--- src/rtl/count_snapshot_fifo_pkg.sv ---
`default_nettype none
// ============================================================================
// Module   : count_snapshot_fifo_pkg
// Purpose  : Shared widths and entry layout for the count snapshot FIFO.
//            A captured entry is {epoch, count}. The count occupies the low
//            COUNT_W bits and the epoch sits directly above it.
// Revision : 1.0 - initial release
// ============================================================================
package count_snapshot_fifo_pkg;

    localparam int c_COUNT_W   = 4;                      // upstream count width
    localparam int c_EPOCH_W   = 4;                      // wrap counter width
    localparam int c_DEPTH     = 8;                      // FIFO entries (power of 2, >= 2)
    localparam int c_ENTRY_W   = c_EPOCH_W + c_COUNT_W;  // one stored timestamp

    // Entry field positions
    localparam int c_COUNT_LSB = 0;
    localparam int c_EPOCH_LSB = c_COUNT_W;

endpackage : count_snapshot_fifo_pkg
`default_nettype wire

--- src/rtl/count_snapshot_fifo_sync_fifo.sv ---
`default_nettype none
// ============================================================================
// Module   : count_snapshot_fifo_sync_fifo
// Purpose  : Single-clock first-word-fall-through FIFO. Full and empty come
//            from the level counter, so the pointers can wrap naturally.
//            A write is accepted when not full, or when full and a pop
//            happens on the same edge. A rejected write is flagged on 'drop'.
// Ports    : clk, reset (async, active-high)
//            wr_req, wr_data      write request and data
//            rd_ready             consumer accepts the head entry
//            rd_data, rd_valid    head entry (FWFT) and non-empty flag
//            level                entry count, 0..DEPTH
//            drop                 wr_req was rejected this cycle
// Revision : 1.0 - initial release
// ============================================================================
module count_snapshot_fifo_sync_fifo #(
    parameter int WIDTH = 8,
    parameter int DEPTH = 8
) (
    input  logic                       clk,
    input  logic                       reset,
    input  logic                       wr_req,
    input  logic [WIDTH-1:0]           wr_data,
    input  logic                       rd_ready,
    output logic [WIDTH-1:0]           rd_data,
    output logic                       rd_valid,
    output logic [$clog2(DEPTH):0]     level,
    output logic                       drop
);

    localparam int c_PTR_W = $clog2(DEPTH);
    localparam int c_LVL_W = c_PTR_W + 1;

    logic [WIDTH-1:0]   r_mem [DEPTH];
    logic [c_PTR_W-1:0] r_wr_ptr;
    logic [c_PTR_W-1:0] r_rd_ptr;
    logic [c_LVL_W-1:0] r_level;

    logic w_full;
    logic w_empty;
    logic w_pop;
    logic w_push;

    assign w_full  = (r_level == c_LVL_W'(DEPTH));
    assign w_empty = (r_level == '0);
    assign w_pop   = !w_empty && rd_ready;
    // A pop frees a slot on the same edge, so a full FIFO can still take a write.
    assign w_push  = wr_req && (!w_full || w_pop);
    assign drop    = wr_req && !w_push;

    // Storage carries no reset: contents are meaningless while level is 0.
    always_ff @(posedge clk) begin
        if (w_push) begin
            r_mem[r_wr_ptr] <= wr_data;
        end
    end

    always_ff @(posedge clk or posedge reset) begin
        if (reset) begin
            r_wr_ptr <= '0;
            r_rd_ptr <= '0;
            r_level  <= '0;
        end else begin
            if (w_push) begin
                r_wr_ptr <= r_wr_ptr + c_PTR_W'(1);
            end
            if (w_pop) begin
                r_rd_ptr <= r_rd_ptr + c_PTR_W'(1);
            end
            case ({w_push, w_pop})
                2'b10:   r_level <= r_level + c_LVL_W'(1);
                2'b01:   r_level <= r_level - c_LVL_W'(1);
                default: r_level <= r_level;
            endcase
        end
    end

    // Head entry falls through from storage; no write-to-read bypass.
    assign rd_data  = r_mem[r_rd_ptr];
    assign rd_valid = !w_empty;
    assign level    = r_level;

endmodule : count_snapshot_fifo_sync_fifo
`default_nettype wire

--- src/rtl/count_snapshot_fifo.sv ---
`default_nettype none
// ============================================================================
// Module   : count_snapshot_fifo
// Purpose  : Watches a free-running upstream counter, counts its wrap-arounds
//            in an epoch register and, on every trigger cycle, queues an
//            {epoch, count} timestamp for a downstream valid/ready reader.
// Ports    : clk, reset (async, active-high)
//            count                 upstream counter value
//            trigger               capture request (one capture per high cycle)
//            out_data, out_valid   head timestamp and non-empty flag
//            out_ready             reader accepts the head entry
//            level                 entries held, 0..DEPTH
//            epoch                 current wrap counter
//            overflow, ovf_clr     sticky dropped-capture flag and its clear
// Revision : 1.0 - initial release
// ============================================================================
module count_snapshot_fifo
    import count_snapshot_fifo_pkg::*;
#(
    parameter int COUNT_W = c_COUNT_W,
    parameter int EPOCH_W = c_EPOCH_W,
    parameter int DEPTH   = c_DEPTH
) (
    input  logic                        clk,
    input  logic                        reset,
    input  logic [COUNT_W-1:0]          count,
    input  logic                        trigger,
    output logic [EPOCH_W+COUNT_W-1:0]  out_data,
    output logic                        out_valid,
    input  logic                        out_ready,
    output logic [$clog2(DEPTH):0]      level,
    output logic [EPOCH_W-1:0]          epoch,
    output logic                        overflow,
    input  logic                        ovf_clr
);

    localparam int c_ENTRY_W = EPOCH_W + COUNT_W;

    logic [COUNT_W-1:0]   r_prev_count;
    logic [EPOCH_W-1:0]   r_epoch;
    logic                 r_overflow;

    logic                 w_wrap;
    logic [EPOCH_W-1:0]   w_cap_epoch;
    logic [c_ENTRY_W-1:0] w_entry;
    logic                 w_drop;

    // A wrap is the all-ones -> zero transition. An upstream reset taken
    // exactly at all-ones is indistinguishable and is counted as a wrap.
    assign w_wrap = (count == '0) && (r_prev_count == {COUNT_W{1'b1}});

    // On the wrap cycle the count already reads 0, so the captured epoch
    // must already include this wrap to stay consistent with it.
    assign w_cap_epoch = r_epoch + EPOCH_W'(w_wrap);

    assign w_entry[COUNT_W-1:0]         = count;
    assign w_entry[c_ENTRY_W-1:COUNT_W] = w_cap_epoch;

    always_ff @(posedge clk or posedge reset) begin
        if (reset) begin
            r_prev_count <= '0;
            r_epoch      <= '0;
            r_overflow   <= 1'b0;
        end else begin
            r_prev_count <= count;
            r_epoch      <= w_cap_epoch;
            // A fresh drop outranks a simultaneous clear.
            if (w_drop) begin
                r_overflow <= 1'b1;
            end else if (ovf_clr) begin
                r_overflow <= 1'b0;
            end
        end
    end

    count_snapshot_fifo_sync_fifo #(
        .WIDTH (c_ENTRY_W),
        .DEPTH (DEPTH)
    ) u_fifo (
        .clk      (clk),
        .reset    (reset),
        .wr_req   (trigger),
        .wr_data  (w_entry),
        .rd_ready (out_ready),
        .rd_data  (out_data),
        .rd_valid (out_valid),
        .level    (level),
        .drop     (w_drop)
    );

    assign epoch    = r_epoch;
    assign overflow = r_overflow;

endmodule : count_snapshot_fifo
`default_nettype wire

--- config.mk ---
export PLATFORM = sky130hd
export DESIGN_NAME = count_snapshot_fifo
export DESIGN_NICKNAME = d
export VERILOG_FILES = /design/src/rtl/count_snapshot_fifo_pkg.sv /design/src/rtl/count_snapshot_fifo_sync_fifo.sv /design/src/rtl/count_snapshot_fifo.sv
export SDC_FILE = /design/constraint.sdc
export NUM_CORES = 1
export LEC_CHECK = 0
export BUFFER_PORTS_ARGS = -buffer_cell sky130_fd_sc_hd__buf_4
export CAP_MARGIN = 20
export CORE_MARGIN = 4
export CORE_UTILIZATION = 49
export DETAILED_ROUTE_END_ITERATION = 8
export HOLD_SLACK_MARGIN = 0.06
export PLACE_DENSITY = 0.76
export SETUP_SLACK_MARGIN = 0.2
export SLEW_MARGIN = 20
export SYNTH_ARGS = -nofsm -noshare
export SYNTH_HDL_FRONTEND = slang
export SYNTH_SLANG_ARGS = --single-unit
--- constraint.sdc ---
create_clock -name clk -period 6.5 [get_ports clk]
set_clock_uncertainty 0.15 [all_clocks]
set_input_delay 1.3 -clock clk [delete_from_list [all_inputs] [get_ports clk]]
set_output_delay 1.3 -clock clk [all_outputs]
set_load 0.005 [all_outputs]
======== Yosys cells after proc, flatten, opt, wreduce, memory -nomap -nowiden ========
Memory sizes are Yosys's and may differ from the RTL's.
Index checks and enable logic that the tools add are counted.
word-level totals
  register bits ........................... 19
  RAM bits ................................ 64
  bits of input ports ..................... 9
  output and inout bits ................... 18
  word-level logic and storage cells ...... 33
  memories ................................ 1
memories
  memory        depth  width  read ports  clocked after memory_dff  write ports  line                                 text
  u_fifo.r_mem  8      8      1           0                         1            count_snapshot_fifo_sync_fifo.sv:34  logic [WIDTH-1:0] r_mem [DEPTH];
operators by class
  add/subtract/negate cells ............... 5
  eq/ne operators ......................... 4
  mux-type cells .......................... 5
  reduce and logical (&&, ||, !) cells .... 12
operators by type and width
  kind                   count
  $eq A4 B4 Y1 const B   2
  $logic_not A4 Y1       2
  $pmux W4 S2            1
  $add A3 B1 Y3 const B  2
  $add A4 B1 Y4          1
  $add A4 B1 Y4 const B  1
  $logic_and A1 B1 Y1    4
  $mux W1                4
  $reduce_bool A2 Y1     2
  $sub A4 B1 Y4 const B  1
  $logic_not A1 Y1       3
  $eq A2 B1 Y1 const B   1
  $eq A2 B2 Y1 const B   1
  $logic_or A1 B1 Y1     1

======== Logic depth before layout (Yosys ltp) ========
  depth in word-level cells ............... 8
  mapped depth ............................ 8
  depth with buffers taken out ............ 8

======== Hierarchy ========
From an unflattened synthesis, not the netlist that was laid out.
unflattened totals
  cells, all modules ...................... 186
  area total of the unflattened synthesis .. 3475.8 µm²
by module, submodules not included
  module                         instances  cells each  area each (µm²)  sequential area each (µm²)
  count_snapshot_fifo_sync_fifo  1          166         3170.5           2172.1
  count_snapshot_fifo            1          20          305.3            225.2

======== Worst setup path after synthesis ========
Ideal clock, no wire load.
  kind .................................... input-to-reg
  start ................................... in out_ready
  end ..................................... reg u_fifo.r_level[3] (netlist: u_fifo.level[3])
  setup time .............................. 134 ps
  arrival ................................. 3168 ps
  data required time ...................... 6216 ps
  slack ................................... 3048 ps
  cell stages on the path ................. 7
  path buffers ............................ 0
  path through ............................ nand2b_1 -> o21ai_2 -> ha_1 -> ha_1 -> or4b_2 -> o311ai_0 -> o211ai_1
on the way
  longest elaborated chain between the ends .. 5
  elaborated cells between the ends (all ways) .. 7
  those cells by class .................... eq/ne: 2; mux: 1; reduce/logical: 4
RTL lines
  element                                                   line                                 text
  start, declared                                           count_snapshot_fifo.sv:30            input logic out_ready,
  $logic_and A1 B1 Y1 *                                     count_snapshot_fifo_sync_fifo.sv:46  assign w_pop = !w_empty && rd_ready;
  $logic_or A1 B1 Y1                                        count_snapshot_fifo_sync_fifo.sv:48  assign w_push = wr_req && (!w_full || w_pop);
  $logic_and A1 B1 Y1                                       count_snapshot_fifo_sync_fifo.sv:48
  $eq A2 B1 Y1 / $eq A2 B2 Y1 (equally long branches)       count_snapshot_fifo_sync_fifo.sv:70  case ({w_push, w_pop})
  $pmux W4 S2 / $reduce_bool A2 Y1 (equally long branches)  -
  end signal, assigned                                      count_snapshot_fifo_sync_fifo.sv:71  2'b10: r_level <= r_level + c_LVL_W'(1);
  end signal, assigned                                      count_snapshot_fifo_sync_fifo.sv:72  2'b01: r_level <= r_level - c_LVL_W'(1);
  end signal, assigned                                      count_snapshot_fifo_sync_fifo.sv:73  default: r_level <= r_level;
  end, declared                                             count_snapshot_fifo_sync_fifo.sv:37  logic [c_LVL_W-1:0] r_level;
Mark *: on every way between the ends. The rest lies on a longest branch, timed or not.
A chain may end at the register's enable or synchronous reset.

======== Final worst setup path ========
  start ................................... reg u_fifo.r_rd_ptr[0]
  end ..................................... out out_data[4]
on the way
  longest elaborated chain between the ends .. 1
RTL lines
  element                 line                                 text
  start, declared         count_snapshot_fifo_sync_fifo.sv:36  logic [c_PTR_W-1:0] r_rd_ptr;
  start signal, assigned  count_snapshot_fifo_sync_fifo.sv:68  r_rd_ptr <= r_rd_ptr + c_PTR_W'(1);
  $mem_v2 Z8 W8           -
  end, declared           count_snapshot_fifo.sv:28            output logic [EPOCH_W+COUNT_W-1:0] out_data,
No other way between the ends.

==> results_dict.tcl <==
set metrics [dict create \
    postSynth.asyncResetShare_pct 22.89 \
    wirelength_um 5924 \
    hold_start "overflow" \
    synth_edf_count 64 \
    wire_per_inst_um 18.87 \
    cp.required_ns 5.05 \
    p_total_uw 1622 \
    cts_htree_levels 3 \
    clk_latency_ns 0.35 \
    synth_top_area_share_pct 55.92 \
    postSynthAreaPerCell_um2 19.31 \
    ant_nets 0 \
    final_cells 314 \
    syn_nets 195 \
    die_y_um 91.75 \
    post-cts-setup-buffers 0 \
    synth_area_um2 3437 \
    initial_utilization_pct 50.59 \
    reg2reg_from "u_fifo.level[2]" \
    final_hold_viol_count 0 \
    synth_commonest_cells "64 x edfxtp_1, 19 x dfrtp_1, 16 x mux4_1" \
    remaining_drc_errors 0 \
    dp.cells 298 \
    tightest_slew_ns 0.9499 \
    cts_hold_buffers 0 \
    r2r_setup_slack_ns 3.46 \
    whs_endpoint "overflow" \
    cts.sinks 83 \
    cts_tree "done" \
    clkTransAtPathRegs_ns 0.08 \
    syn_to_final_growth_pct 14.71 \
    ir_drop_v 0.0002291 \
    grt_max_degree 20 \
    place_hpwl_um 3816 \
    diodes 0 \
    critical_path_class "reg2out" \
    synth_area_leader_cell "edfxtp_1" \
    synth_top_family_by_area "multiplexers" \
    cp_max_fo 18 \
    row_count 30 \
    synth-simple-area-share_pct 4.478 \
    p_leak_uw 0.001473 \
    slowest_delay_ns 0.96 \
    ctsResizeCount 0 \
    synth_compound_area_share_pct 2.184 \
    hold_class "reg2reg" \
    grt_pass1_wl_um 9246 \
    max_clock_freq_mhz 261.4 \
    drive_gt1_share_pct 27.98 \
    core_um2 6794 \
    setup.worst_path.end_class "primary output" \
    first_global_vias 1719 \
    synth_cell_type_count 33 \
    synth_mux_area_share_pct 16.13 \
    synth_cells 178 \
    arrival_ns 2.38 \
    finalCritPeriodShare_pct 58.85 \
    synth_adder_area_share_pct 3.131 \
    synth_xor_area_share_pct 2.039 \
    crit_chain "mux4_1, mux2_2, buf_4" \
    yosys-top-cells-area "edfxtp_1 56%, dfrtp_1 14%, mux4_1 12%" \
    r2r_cells 8 \
    seq_area_frac_synth_pct 69.75 \
    gr-total-overflow 0 \
    fin_nets 230 \
    fin_setup_tns_ns 0 \
    ys_ff_latch 83 \
    cts_made_buffers 9 \
    finalMaxSlewViolations 0 \
    path_delay_family "flip-flops" \
    fill_cells 507 \
    reg2reg_to "u_fifo.level[3]" \
    viasPerCell 5.379 \
    start_kind "flop" \
    port_buffers 26 \
    grt_usage_pct 15.14 \
    slew_headroom_pct 36.44 \
    yosys_warnings 0 \
    drt_iter0_drc 120 \
    dr.pass1.iters 4 \
    rsz0062_at_grt "false" \
    cpMaxStageDelayCell "dfrtp_1" \
    num_io_pins 27 \
    cts_root_buf "clkbuf_8" \
    die_w_um 91.75 \
    ys.flop_type "edfxtp_1" \
    final-setup-viol-count 0 \
    path_buf_inv 1 \
    dieArea_um2 8418 \
    hold_depth 2 \
    p_per_area_nw_per_um2 411.5 \
    post-route-min-period_ns 3.825 \
    via_count 1689 \
    cts_buffer_depth 2 \
    synth.most_common_cell "edfxtp_1" \
    place_congestion 0.7609 \
    status "finished clean" \
    grt_antenna_before_repair 0 \
    drv_cap 0 \
]
## routing by layer
metal	vias to the layer above	share of wire, %	GRT usage (%)
li1	790	-	-
met1	843	44	20.78
met2	45	51	23.19
met3	11	3.2	2.379
met4	0	2.0	8.540
met5	-	0	0
## worst register-to-register path: cells and delay by family (launching register included)
family / cells / cell delay (ns)
and+or+nand+nor: 3 / 1.40
DFF: 1 / 0.43
AOI/OAI and AO/OA: 2 / 0.24
adders and majority gates: 2 / 0.66
buffers and inverters: 1 / 0.06
## placed cells by master, fill, tap and decap left out, drive strengths merged, types with 2 or more instances in the layout
| cell type | netlist | final |
|---|---|---|
| mux2 | 11 | 11 |
| nand4 | 2 | 2 |
| nor3 | 4 | 4 |
| or4 | 2 | 2 |
| edfxtp | 64 | 64 |
| nand2 | 3 | 3 |
| buf | 5 | 30 |
| xnor2 | 6 | 6 |
| o21ai | 2 | 2 |
| nand2b | 3 | 3 |
| ha | 7 | 7 |
| mux4 | 16 | 16 |
| xor2 | 2 | 2 |
| a21oi | 2 | 2 |
| inv | 8 | 12 |
| dfrtp | 19 | 19 |
| nor2 | 5 | 5 |
| o211ai | 3 | 3 |
| nor3b | 2 | 2 |
| clkbuf | 1 | 9 |
| nand3 | 3 | 3 |
## stage by stage
step / hold WS [ns] / util (%) / cell area (µm²) / setup slack, ns
2_1_floorplan: 0.3578 / - / 3437 / 3.048
3_3_place_gp: 0.3809 / 55.03 / 3739 / 2.786
3_5_place_dp: 0.3781 / 55.03 / 3739 / 2.709
4_1_cts: 0.3933 / 58.03 / 3943 / 2.613
5_1_grt: 0.4168 / 58.03 / 3943 / 2.539
6_report: 0.3967 / 58.03 / 3943 / 2.675
## worst max path at each step
stage	slack [ns]	endpoint	from	cells after the start
global placement	2.79	u_fifo.level[3]	out_ready	8
detailed placement	2.71	u_fifo.level[3]	out_ready	8
CTS	2.61	out_data[5]	u_fifo.r_rd_ptr[0]	3
floorplan	3.05	u_fifo.level[3]	out_ready	7
finish	2.67	out_data[4]	u_fifo.r_rd_ptr[0]	3
global route	2.54	out_data[4]	u_fifo.r_rd_ptr[0]	3
## state kept, by name (all words and copies together), names as in the netlist
register         cells
u_fifo.r_mem        64
r_prev_count         4
overflow             1
u_fifo.r_rd_ptr      3
u_fifo.level         4
u_fifo.r_wr_ptr      3
epoch                4
## kinds of logic (layout without fill, tap and decap cells)
group,count (synthesis),in the layout
simple gates,27,27
fa+ha+maj,8,8
xor+xnor,8,8
buf+inv,14,54
mux,28,28
compound gates,10,10
flops,83,83
## layout make-up
cell class | count | area [µm²] | share of cell area [%]
Sequential cell | 83 | 2397 | 60.81
Multi-Input combinational cell | 81 | 965.9 | 24.50
Timing Repair Buffer | 30 | 225.2 | 5.712
Clock buffer | 9 | 123.9 | 3.142
Tap cell | 96 | 120.1 | 3.047
Clock inverter | 7 | 80.08 | 2.031
Inverter | 8 | 30.03 | 0.7617
## power by group
part | leakage, µW | switching (µW) | internal (µW) | total [µW]
registers | 0.000823 | 112 | 671 | 783
logic | 0.000547 | 180 | 281 | 461
clock network | 0.000103 | 194 | 184 | 378
total | 0.00147 | 486 | 1140 | 1620
No activity file was read; power rests on OpenSTA's default activity.
